$ cat src/rtl/ps2_scan_ctrl.sv
// PS/2 scancode prefix parser: folds E0/F0 prefixes into extended/break flags
// and queues decoded key events for a downstream decoder with a ready handshake.
//
// state   | meaning
// --------+------------------------------------------------
// IDLE    | no prefix pending
// EXT     | E0 seen, next data byte is an extended key
// BRK     | F0 seen, next data byte is a key release
// EXT_BRK | E0 F0 seen, next data byte is an extended release
module ps2_scan_ctrl #(
    parameter int FIFO_DEPTH  = 4,
    parameter int PFX_TIMEOUT = 50000
) (
    input  logic                          clk,
    input  logic                          rst_n,
    input  logic                          pc2_clk,
    input  logic                          rx_ro,
    input  logic [7:0]                    rx_data,
    input  logic                          dc_ready,
    output logic                          dc_strobe,
    output logic [7:0]                    dc_code,
    output logic                          dc_ext,
    output logic                          dc_break,
    output logic                          ovf,
    output logic [$clog2(FIFO_DEPTH):0]   level
);

    localparam int AW = $clog2(FIFO_DEPTH);
    localparam int CW = $clog2(PFX_TIMEOUT + 1);
    localparam logic [CW-1:0] TO_LOAD = CW'(PFX_TIMEOUT);
    localparam logic [AW:0]   DEPTH_L = (AW + 1)'(FIFO_DEPTH);

    typedef enum logic [1:0] {
        ST_IDLE    = 2'd0,
        ST_EXT     = 2'd1,
        ST_BRK     = 2'd2,
        ST_EXT_BRK = 2'd3
    } state_t;

    state_t state, state_nxt;

    logic          pc2_m, pc2_s;
    logic          armed;
    logic          accept_cond;
    logic          acc;
    logic [7:0]    byte_q;
    logic [CW-1:0] to_cnt;
    logic          timeout;
    logic          push_req;
    logic          ent_ext, ent_brk;
    logic          push_vld;
    logic [9:0]    push_ent;
    logic [9:0]    mem [FIFO_DEPTH];
    logic [AW-1:0] wr_ptr, rd_ptr;
    logic          full, pop, wr_en;

    always_ff @(posedge clk or negedge rst_n) begin
        if (!rst_n) begin
            pc2_m <= 1'b1;
            pc2_s <= 1'b1;
        end else begin
            pc2_m <= pc2_clk;
            pc2_s <= pc2_m;
        end
    end

    // One byte per low phase of the PS/2 clock, however long rx_ro stays up.
    assign accept_cond = rx_ro & armed & ~pc2_s;

    always_ff @(posedge clk or negedge rst_n) begin
        if (!rst_n) begin
            armed  <= 1'b1;
            acc    <= 1'b0;
            byte_q <= 8'h00;
        end else begin
            acc <= accept_cond;
            if (accept_cond) begin
                armed  <= 1'b0;
                byte_q <= rx_data;
            end else if (pc2_s) begin
                armed <= 1'b1;
            end
        end
    end

    always_ff @(posedge clk or negedge rst_n) begin
        if (!rst_n) begin
            to_cnt <= '0;
        end else if (accept_cond) begin
            to_cnt <= TO_LOAD;
        end else if (state != ST_IDLE && to_cnt != '0) begin
            to_cnt <= to_cnt - 1'b1;
        end
    end

    assign timeout = (state != ST_IDLE) && (to_cnt == '0) && !acc;

    always_ff @(posedge clk or negedge rst_n) begin
        if (!rst_n) begin
            state <= ST_IDLE;
        end else begin
            state <= state_nxt;
        end
    end

    always_comb begin
        state_nxt = state;
        if (acc) begin
            case (byte_q)
                8'hE0: state_nxt = ST_EXT;
                8'hF0: begin
                    case (state)
                        ST_IDLE:    state_nxt = ST_BRK;
                        ST_EXT:     state_nxt = ST_EXT_BRK;
                        ST_BRK:     state_nxt = ST_BRK;
                        ST_EXT_BRK: state_nxt = ST_EXT_BRK;
                        default:    state_nxt = ST_IDLE;
                    endcase
                end
                default: state_nxt = ST_IDLE;
            endcase
        end else if (timeout) begin
            state_nxt = ST_IDLE;
        end
    end

    always_comb begin
        push_req = 1'b0;
        ent_ext  = (state == ST_EXT) || (state == ST_EXT_BRK);
        ent_brk  = (state == ST_BRK) || (state == ST_EXT_BRK);
        if (acc) begin
            case (byte_q)
                8'hE0, 8'hF0, 8'hAA, 8'hFA, 8'hEE: push_req = 1'b0;
                default:                           push_req = 1'b1;
            endcase
        end
    end

    // Registered push keeps the parser decode off the FIFO write path.
    always_ff @(posedge clk or negedge rst_n) begin
        if (!rst_n) begin
            push_vld <= 1'b0;
            push_ent <= '0;
        end else begin
            push_vld <= push_req;
            if (push_req) begin
                push_ent <= {ent_ext, ent_brk, byte_q};
            end
        end
    end

    assign full  = (level == DEPTH_L);
    assign pop   = (level != '0) && dc_ready && !dc_strobe;
    assign wr_en = push_vld && (!full || pop);

    // When full, push and pop share a slot; the read sees the old entry.
    always_ff @(posedge clk) begin
        if (wr_en) begin
            mem[wr_ptr] <= push_ent;
        end
    end

    always_ff @(posedge clk or negedge rst_n) begin
        if (!rst_n) begin
            wr_ptr <= '0;
            rd_ptr <= '0;
            level  <= '0;
            ovf    <= 1'b0;
        end else begin
            if (wr_en) begin
                wr_ptr <= wr_ptr + 1'b1;
            end
            if (pop) begin
                rd_ptr <= rd_ptr + 1'b1;
            end
            case ({wr_en, pop})
                2'b10:   level <= level + 1'b1;
                2'b01:   level <= level - 1'b1;
                default: level <= level;
            endcase
            if (push_vld && full && !pop) begin
                ovf <= 1'b1;
            end
        end
    end

    always_ff @(posedge clk or negedge rst_n) begin
        if (!rst_n) begin
            dc_strobe <= 1'b0;
            dc_code   <= 8'h00;
            dc_ext    <= 1'b0;
            dc_break  <= 1'b0;
        end else begin
            dc_strobe <= pop;
            if (pop) begin
                {dc_ext, dc_break, dc_code} <= mem[rd_ptr];
            end
        end
    end

endmodule

$ cat config.mk
export PLATFORM = sky130hd
export DESIGN_NAME = ps2_scan_ctrl
export DESIGN_NICKNAME = d
export VERILOG_FILES = /design/src/rtl/ps2_scan_ctrl.sv
export SDC_FILE = /design/constraint.sdc
export NUM_CORES = 1
export LEC_CHECK = 0
export ABC_CLOCK_PERIOD_IN_PS = 2700
export BUFFER_PORTS_ARGS = -buffer_cell sky130_fd_sc_hd__buf_4
export CAP_MARGIN = 20
export CORE_MARGIN = 2
export CORE_UTILIZATION = 60
export DETAILED_ROUTE_END_ITERATION = 10
export GPL_ROUTABILITY_DRIVEN = 0
export GPL_TIMING_DRIVEN = 0
export PLACE_DENSITY = 0.83
export SLEW_MARGIN = 20
export SYNTH_ARGS = -nofsm -noshare
export SYNTH_HDL_FRONTEND = slang
export SYNTH_SLANG_ARGS = --single-unit
$ cat constraint.sdc
create_clock -name clk -period 2.7 [get_ports clk]
set_input_delay 0.135 -clock clk [delete_from_list [all_inputs] [get_ports clk]]
set_output_delay 0.135 -clock clk [all_outputs]
set_load 0.1 [all_outputs]
### After elaboration in Yosys (flattened, before gate mapping)

Memories as Yosys holds them, arrays and structs flattened. A register that Yosys moved wholly into a read port is not among the register bits.
Cells that the tools add are included.

| cells by class | value |
|---|---|
| add/subtract/negate cells | 5 |
| equal/unequal tests | 11 |
| mux-type cells | 13 |
| bitwise gates (word level) | 3 |
| reduce and logical (&&, ||, !) cells | 28 |

Operators by type and width:

| kind | number |
|---|---|
| $eq A8 B8 Y1 const B | 5 |
| $mux W16 | 2 |
| $logic_not A16 Y1 | 1 |
| $reduce_bool A16 Y1 | 1 |
| $sub A16 B1 Y16 const B | 1 |
| $reduce_bool A2 Y1 | 5 |
| $logic_and A1 B1 Y1 | 8 |
| $pmux W2 S2 | 2 |
| $eq A2 B2 Y1 const B | 3 |
| $mux W1 | 6 |
| $pmux W3 S2 | 1 |
| $logic_not A1 Y1 | 5 |
| $reduce_or A5 Y1 | 1 |
| $add A2 B1 Y2 const B | 2 |
| $eq A2 B1 Y1 const B | 2 |
| $mux W2 | 2 |
| $reduce_or A2 Y1 | 2 |
| $add A3 B1 Y3 const B | 1 |
| $eq A3 B3 Y1 const B | 1 |
| $logic_or A1 B1 Y1 | 3 |
| $reduce_bool A3 Y1 | 1 |
| $sub A3 B1 Y3 const B | 1 |
| $and A1 B1 Y1 | 2 |
| $logic_not A2 Y1 | 1 |
| $not A1 Y1 | 1 |

| storage, ports and cells | value |
|---|---|
| bits in registers | 50 |
| bits in writable memories | 40 |
| bits of input ports | 13 |
| output and inout bits | 15 |
| word-level logic and storage cells | 75 |
| memories | 1 |

Memories:

| name | depth | bits a word | rd ports | clocked after memory_dff | wr ports | line | RTL |
|---|---|---|---|---|---|---|---|
| mem | 4 | 10 | 1 | 1 | 1 | 53 | `logic [9:0] mem [FIFO_DEPTH];` |

### Depth between registers and ports, before layout

Gate-level depths: netlist (run 1).

| logic depth | value |
|---|---|
| depth after elaboration | 7 |
| gate-level depth with buffers | 10 |
| mapped depth without buffers | 9 |

### Least setup slack after synthesis (run 1)

OpenSTA, ideal clock, no wires.

| timing path | value |
|---|---|
| path kind | register to register |
| start point | register level[1] |
| end point | register level[2] |
| setup time | 160 ps |
| arrival | 2410 ps |
| data required time | 2540 ps |
| path slack | 131 ps |
| cell stages (with the launch flop) | 11 |
| path buffers | 1 |
| clock period less this slack | 2569 ps |
| cells stage by stage | dfrtp_1 nor3_1 or2_0 inv_2 buf_6 nand2_1 fa_1 inv_1 nor4_1 a31oi_1 xnor2_1 |

| on the way | value |
|---|---|
| word-level cells in the longest chain between the ends | 7 |
| elaborated cells on any way between the ends | 13 |
| classes of those cells | add/sub: 2; eq/ne: 3; mux: 1; reduce/logical: 7 |

RTL lines:

| element | line | RTL |
|---|---|---|
| start: declaration | 25 | `output logic [$clog2(FIFO_DEPTH):0] level` |
| start signal: assignment | 177 | `2'b10: level <= level + 1'b1;` |
| start signal: assignment | 178 | `2'b01: level <= level - 1'b1;` |
| start signal: assignment | 179 | `default: level <= level;` |
| $reduce_bool A3 Y1 (*) | 153 | `assign pop = (level != '0) && dc_ready && !dc_strobe;` |
| $logic_and A1 B1 Y1 (*) (2 in series) | 153 |  |
| via pop | 55 | `logic full, pop, wr_en;` |
| $logic_or A1 B1 Y1 | 154 | `assign wr_en = push_vld && (!full \|\| pop);` |
| $logic_and A1 B1 Y1 | 154 |  |
| $eq A2 B1 Y1 or $eq A2 B2 Y1 (tied branches) | 176 | `case ({wr_en, pop})` |
| $pmux W3 S2 or $reduce_bool A2 Y1 (tied branches) | - |  |

Mark *: on every way through the listed nets, which the timed path passes. The rest lies on a longest branch.
A chain may end at the register's enable or synchronous reset.

### Final worst setup path (run 1)

| timing path | value |
|---|---|
| start point | register dc_strobe |
| end point | register level[2] |

| on the way | value |
|---|---|
| word-level cells in the longest chain between the ends | 6 |
| elaborated cells on any way between the ends | 8 |
| classes of those cells | eq/ne: 2; mux: 1; reduce/logical: 5 |

RTL lines:

| element | line | RTL |
|---|---|---|
| start: declaration | 20 | `output logic dc_strobe,` |
| start signal: assignment | 194 | `dc_strobe <= pop;` |
| $logic_not A1 Y1 (*) | 153 |  |
| $logic_and A1 B1 Y1 (*) | 153 |  |
| via pop | 55 |  |
| $logic_or A1 B1 Y1 | 154 |  |
| $logic_and A1 B1 Y1 | 154 |  |
| $eq A2 B1 Y1 or $eq A2 B2 Y1 (tied branches) | 176 |  |
| $pmux W3 S2 or $reduce_bool A2 Y1 (tied branches) | - |  |

Marked as above.

==> impl_metrics.tcl, run 1 <==
set metrics [dict create \
    hold_start "rx_ro" \
    num_vias 2940 \
    critPathSlowestCell "dfrtp_1" \
    fp.dieH_um 90.9 \
    cp_num_buf_inv 3 \
    synth_enable_flop_cells 40 \
    leading_cell_type_in_the_layout_fill_and_taps_excluded "dfrtp_1" \
    avg_vias_per_cell 5.80 \
    crit_path_start_kind "flop" \
    design.die.area_sq_mm 0.00825 \
    numPortBuffers 27 \
    min_path_type "input port to flop" \
    clkLatencyLatePin_ns 0.36 \
    syn_area_sq_mm 0.00453 \
    timing.setup.critical_path_class "flop to flop" \
    drc_errors 0 \
    htree_num_levels 3 \
    first_pass_grt_wire_length_um 14000 \
    fmaxAchievable_ghz 0.453 \
    grt_setup_unrepaired "no" \
    worst_slew_pin_tran_ns 0.740 \
    worst_setup_path_end_kind "flop" \
    areaGrowthSynthToFinish_pct 14.3 \
    max_slew_margin_pct 50.6 \
    critical_path.reg2reg.endpoint "level[2]$_DFFE_PN0P_" \
    cells_traversed_along_the_worst_timing_path "nand2b_1 > or2_0 > inv_2 > buf_6 > nand2_1 > fa_1 > inv_1 > nor4_1 > a31oi_1 > xnor2_1" \
    hold-path-endpoint "armed$_DFFE_PN1P_" \
    ys_warns 0 \
    syn_avg_cell_area_sq_um 12.7 \
    num-nets-final 422 \
    run_status "completed" \
    finalCritPeriodShare_pct 81.8 \
    worstReg2RegStart "dc_strobe$_DFF_PN0_" \
    ctsResizeCount 0 \
    grt_pass1_vias 2837 \
    post_synth_inst_count 355 \
    std_cell_rows 31 \
    synth_cell_types 68 \
    ys.flop_type "dfrtp_1" \
    critPathArrivalTime_ns 2.50 \
    critPathTopFamily "simple AND/OR/NAND/NOR gates" \
    grt_remaining_overflow 0 \
    p_leak_nw 2.03 \
    grt_start_max_net_pins 61 \
    crit_required_ns 2.99 \
    min_path_cells 3 \
    avgRoutedWirePerCell_um 16.4 \
    tritoncts "built" \
    antenna-diode-count 0 \
    clk_transition_reported_paths_ns 0.10 \
    holdWs_ns 0.0462 \
    die_w_um 90.9 \
    grt_antenna_before_repair 0 \
    route.antenna.remaining_nets 0 \
    clock_sinks 100 \
    layout-drive-gt1-share_pct 23.3 \
    core-area_sq_mm 0.00729 \
    initial_utilization_pct 62.1 \
    r2r_cells 10 \
    ctsLongestPathBuffers 2 \
    ir_drop_mv 0.396 \
    cell_area_power_density_mw_per_mm2 970 \
    async_flop_share_pct 60.0 \
    finalSetupViolCount 0 \
    routed_wirelength_um 8310 \
    layout.cells.most_common_list "57 x dfrtp_1, 44 x nand2_1, 40 x edfxtp_1" \
    cts_root_buffer "clkbuf_8" \
    fin_skew_ns 0.0110 \
    finalHoldViolCount 0 \
    cts_buffers 9 \
    dr.pass1.iters 4 \
    maxSlewViolCount 0 \
    yosysSeqAreaShare_pct 59.8 \
    post-dp-hpwl_um 5740 \
    track_usage_pct 21.7 \
    io-pin-count 28 \
    crit_path_max_fanout 10 \
    filler_cells_inserted 485 \
    syn-num-nets 374 \
    r2r_setup_slack_ns 0.49 \
    setup-tns-final_ns 0 \
    cpPeakStageDelay_ns 0.38 \
    postSynthRegisterBits 100 \
    drt_iter0_drc 144 \
    final.min_clock_period_ns 2.21 \
    cap_viol_max_count 0 \
]
[per-stage QoR]
step / std cells / total power, mW / instance area, sq um / setup WS [ns] / utilization, %
6_report: 507 / 5.01 / 5170 / 0.493 / 70.9
5_1_grt: 507 / 5.25 / 5170 / 0.301 / 70.9
4_1_cts: 507 / 5.04 / 5170 / 0.468 / 70.9
3_5_place_dp: 481 / 4.02 / 4850 / 0.472 / 66.5
3_3_place_gp: 481 / 3.94 / 4850 / 0.588 / 66.5
2_1_floorplan: 355 / 3.58 / 4530 / 0.131 / -
[metal layers]
metal	track usage [%]	up-vias	share of wire (%)
met4	6.06	0	0.88
met3	4.01	10	4.2
met5	0	-	0
met2	36.3	82	51
li1	-	1395	-
met1	29.4	1453	44
[repair_timing]
action | 4_1_cts | 5_1_grt
endpoints found under the hold margin | 66 | 0
setup buffers | 0 | 0
hold buffers | 10 | 0
[synthesized netlist by cell type (2+ instances only)]
master | count | area (sq um)
mux2i_1 | 9 | 90.1
edfxtp_1 | 40 | 1200
nor2_1 | 11 | 41.3
and2_1 | 7 | 43.8
or2_2 | 2 | 12.5
nand2b_1 | 6 | 37.5
o311ai_0 | 4 | 35.0
xnor2_1 | 5 | 43.8
nor3_1 | 4 | 20.0
dfrtp_1 | 57 | 1430
o21ai_0 | 15 | 75.1
a2111o_1 | 2 | 22.5
ha_1 | 5 | 62.6
nand2_1 | 44 | 165
nor3b_1 | 2 | 15.0
o211ai_1 | 2 | 15.0
dfstp_2 | 3 | 78.8
mux4_2 | 10 | 225
mux2_2 | 12 | 135
clkbuf_1 | 7 | 26.3
o2111ai_1 | 4 | 35.0
nor4_1 | 3 | 18.8
inv_1 | 18 | 67.6
a31oi_1 | 3 | 18.8
buf_2 | 5 | 25.0
o22ai_1 | 4 | 25.0
or3_1 | 2 | 12.5
buf_6 | 3 | 33.8
nand3b_1 | 6 | 45.0
nand3_1 | 7 | 35.0
a21oi_1 | 16 | 80.1
[kinds of logic after synthesis]
kind of cell | after synthesis | synth area share [%]
simple gates | 111 | 13.6
flops | 100 | 59.8
compound gates | 66 | 9.90
buf+inv | 34 | 3.46
mux | 32 | 10.3
xor+xnor | 6 | 1.16
fa+ha+maj | 6 | 1.82
[flip-flops by register name, indices dropped and copies added, names as in the netlist]
signal	count
rd_ptr	2
push_ent	10
dc_ext	1
acc	1
dc_strobe	1
push_vld	1
ovf	1
dc_code	8
pc2_m	1
pc2_s	1
to_cnt	16
mem	40
byte_q	8
dc_break	1
level	3
wr_ptr	2
state	2
armed	1
[cell type report]
type / count / area [sq um] / share of cell area (%)
Inverter: 19 / 71.3 / 1.38
Tap cell: 99 / 124 / 2.40
Multi-Input combinational cell: 221 / 1660 / 32.2
Clock buffer: 9 / 124 / 2.40
Timing Repair Buffer: 37 / 303 / 5.86
Buffer: 15 / 85.1 / 1.65
Clock inverter: 7 / 95.1 / 1.84
Sequential cell: 100 / 2710 / 52.3
[worst max-delay path by stage]
stage | startpoint | to | cells after the start
2_1_floorplan | level[1]$_DFFE_PN0P_ | level[2]$_DFFE_PN0P_ | 10
3_3_place_gp | dc_strobe$_DFF_PN0_ | level[2]$_DFFE_PN0P_ | 10
3_5_place_dp | dc_strobe$_DFF_PN0_ | level[2]$_DFFE_PN0P_ | 10
4_1_cts | dc_strobe$_DFF_PN0_ | level[2]$_DFFE_PN0P_ | 10
5_1_grt | level[1]$_DFFE_PN0P_ | level[2]$_DFFE_PN0P_ | 10
6_report | dc_strobe$_DFF_PN0_ | level[2]$_DFFE_PN0P_ | 10
[power by group]
part	total, mW	internal (mW)	leakage [nW]	switching [mW]
registers	2.10	1.89	1.10	0.214
logic	1.89	0.586	0.822	1.31
clock network	1.02	0.459	0.111	0.560
[worst reg2reg max path: stages, from the launching register on]
cell	delay, ns
dfrtp_1	0.38
nand2b_1	0.20
or2_0	0.34
inv_2	0.15
buf_6	0.17
nand2_1	0.09
fa_1	0.36
inv_1	0.07
nor4_1	0.05
a31oi_1	0.19
xnor2_1	0.14
Note: power is estimated with default switching activity, not from simulation.
==> run 2: changes to the inputs <==
- ABC_AREA: not set -> 1
- ABC_CLOCK_PERIOD_IN_PS: 2700 -> 2300
- clock period: 2.7 -> 2.3 ns (I/O delays scaled with it)
==> impl_metrics.tcl, run 2 <==
set metrics [dict create \
    r2r_setup_slack_ns 0.37 \
    crit_path_start_kind "flop" \
    synthDominantCellAreaShare_pct 32.3 \
    most_flops_register "mem" \
    setup-tns-final_ns 0 \
    timing.setup.critical_path_class "flop to flop" \
    cp_num_buf_inv 0 \
    post-synth-top-count-cell "nand2_1" \
    avgRoutedWirePerCell_um 13.4 \
    max_slew_margin_pct 34.3 \
    ys_warns 0 \
    cell_area_power_density_mw_per_mm2 1260 \
    num-nets-final 543 \
    post-route-util_pct 70.5 \
    ctsLongestPathBuffers 2 \
    routed_wirelength_um 8430 \
    core-area_sq_mm 0.00718 \
    critPathArrivalTime_ns 1.93 \
    critPathTopFamily "simple AND/OR/NAND/NOR gates" \
    initial_utilization_pct 61.6 \
    p_seq_share_pct 39.5 \
    crit_path_max_fanout 10 \
    critical_path.reg2reg.endpoint "mem[0][6]$_DFFE_PP_" \
    netSwitchingFraction_pct 46.8 \
    power.combinational.fraction_pct 43.1 \
    cts.repair_timing.setup_buffer_count 0 \
    route.antenna.remaining_nets 0 \
    leading_cell_type_in_the_layout_fill_and_taps_excluded "nand2_1" \
    drt_iter0_drc 145 \
    dr.pass1.iters 4 \
    reg.largest.list "mem: 40 flops, to_cnt: 16 flops, push_ent: 10 flops" \
    yosysSeqAreaShare_pct 61.2 \
    design.die.area_sq_mm 0.00807 \
    async_flop_share_pct 60.0 \
    std_cell_rows 31 \
    critPathSlowestCell "nor2_1" \
    track_usage_pct 22.4 \
    placedCellCount 601 \
    drc_errors 0 \
    synth_enable_flop_cells 40 \
    finalSetupViolCount 0 \
    cts_root_buffer "clkbuf_8" \
    final.min_clock_period_ns 1.93 \
    tritoncts "built" \
    syn_area_sq_mm 0.00442 \
    cells_traversed_along_the_worst_timing_path "nor2_1 > o21ai_2 > nor2_1" \
    synth.largest_area_cell "dfrtp_1" \
    postSynthRegisterBits 100 \
    share_clk_of_total_power_pct 17.5 \
    crit_required_ns 2.30 \
    min_path_cells 5 \
    avg_vias_per_cell 5.17 \
    crit_path_end "mem[0][6]$_DFFE_PP_" \
    holdWs_ns 0.193 \
    internal_power_mw 3.41 \
    htree_num_levels 3 \
    instances_no_fill 628 \
    clkLatencyLatePin_ns 0.38 \
    run_status "completed" \
    post-dp-hpwl_um 5590 \
    fin_skew_ns 0.0145 \
    fmaxAchievable_ghz 0.518 \
    antenna-diode-count 0 \
    num_vias 3249 \
    die_w_um 89.8 \
    ir_drop_mv 0.620 \
    post_synth_inst_count 475 \
    grt_setup_unrepaired "no" \
    cts_buffers 9 \
    synthTopCellsByCount "140 x nand2_1, 64 x nor2_1, 57 x dfrtp_1, 40 x edfxtp_1, 34 x inv_1" \
    numPortBuffers 27 \
    areaGrowthSynthToFinish_pct 14.5 \
    layout-drive-gt1-share_pct 13.8 \
    worst_slew_pin_tran_ns 0.982 \
    clk_transition_reported_paths_ns 0.10 \
    worst_setup_path_end_kind "flop" \
    report.power.total_mw 6.40 \
    switching_power_mw 2.99 \
    layout.cells.most_common_list "140 x nand2_1, 64 x nor2_1, 54 x dfrtp_1" \
    syn-num-nets 494 \
    grt_pass1_vias 3204 \
    r2r_cells 3 \
    post_synth_main_area_contributors "dfrtp_1 32%, edfxtp_1 27%, nand2_1 12%, nor2_1 5.4%, nand3_1 2.9%" \
    worstSetupStartpoint "dc_strobe$_DFF_PN0_" \
    syn_avg_cell_area_sq_um 9.30 \
    clock_sinks 100 \
    first_pass_grt_wire_length_um 14500 \
    io-pin-count 28 \
    ys.flop_type "dfrtp_1" \
    finalCritPeriodShare_pct 84.0 \
    critical_path.most_common_cell "nor2_1" \
    grt_start_max_net_pins 61 \
    fp.dieH_um 89.8 \
    synth_cell_types 30 \
    cpPeakStageDelay_ns 0.77 \
    maxSlewViolCount 0 \
    p_leak_nw 2.36 \
    finalHoldViolCount 0 \
    grt_remaining_overflow 0 \
    largest_register_ffs 40 \
    critical_path_depth 3 \
    grt_antenna_before_repair 0 \
    cap_viol_max_count 0 \
    worstReg2RegStart "dc_strobe$_DFF_PN0_" \
    min_path_type "input port to flop" \
]
run 2: metrics by stage:
stage / setup slack (ns) / area (sq um)
after floorplan: 0.0537 / 4420
after global placement: 0.419 / 4750
after detailed placement: 0.367 / 4750
after CTS: 0.341 / 5060
after global routing: 0.218 / 5060
final: 0.368 / 5060
run 2: metal layers:
metal | global-route usage [%] | wire length [um] | vias to the layer above
met3 | 3.35 | 276 | 16
met5 | 0 | 0 | -
li1 | - | - | 1647
met1 | 28.7 | 3830 | 1528
met2 | 37.7 | 4150 | 58
met4 | 10.9 | 179 | 0
run 2: cells by family after synthesis:
| family | after synthesis | share of synthesized area, % |
|---|---|---|
| simple gates | 251 | 23.6 |
| buf+inv | 56 | 5.21 |
| fa+ha+maj | 6 | 1.87 |
| compound gates | 56 | 6.88 |
| flops | 100 | 61.2 |
| xor+xnor | 6 | 1.19 |
run 2: layout make-up:
cell class / count / area (sq um)
sequential: 100 / 2710
fill: 505 / 2120
multi-input combinational: 319 / 1480
timing repair buffer: 38 / 313
inverter: 42 / 158
clock buffer: 9 / 124
tap: 99 / 124
clock inverter: 7 / 76.3
buffer: 14 / 72.6
run 2: worst min path at each step:
stage / from / to / slack, ns
6_report: dc_ready / ovf$_DFFE_PN0P_ / 0.19
5_1_grt: dc_ready / ovf$_DFFE_PN0P_ / 0.21
4_1_cts: dc_ready / ovf$_DFFE_PN0P_ / 0.18
3_5_place_dp: rst_n / level[0]$_DFFE_PN0P_ / 0.23
3_3_place_gp: pc2_clk / pc2_m$_DFF_PN1_ / 0.22
2_1_floorplan: rst_n / acc$_DFF_PN0_ / -0.18
run 2: worst reg2reg max path, cell delays in order, from the launching register on:
cell and delay (ns):
dfrtp_1 0.39, nor2_1 0.23, o21ai_2 0.17, nor2_1 0.77
run 2: timing repair:
item | CTS | global route
resized for setup | 0 | 0
hold buffers | 11 | 0
hold endpoints to repair | 67 | 0
run 2: power by group through the flow:
stage          Clock, mW  Combinational, mW  Sequential [mW]
2_1_floorplan          0               1.25             3.39
3_3_place_gp           0               2.64             2.53
3_5_place_dp           0               2.73             2.56
4_1_cts             1.14               2.76             2.52
5_1_grt             1.22               3.01             2.57
6_report            1.12               2.75             2.53
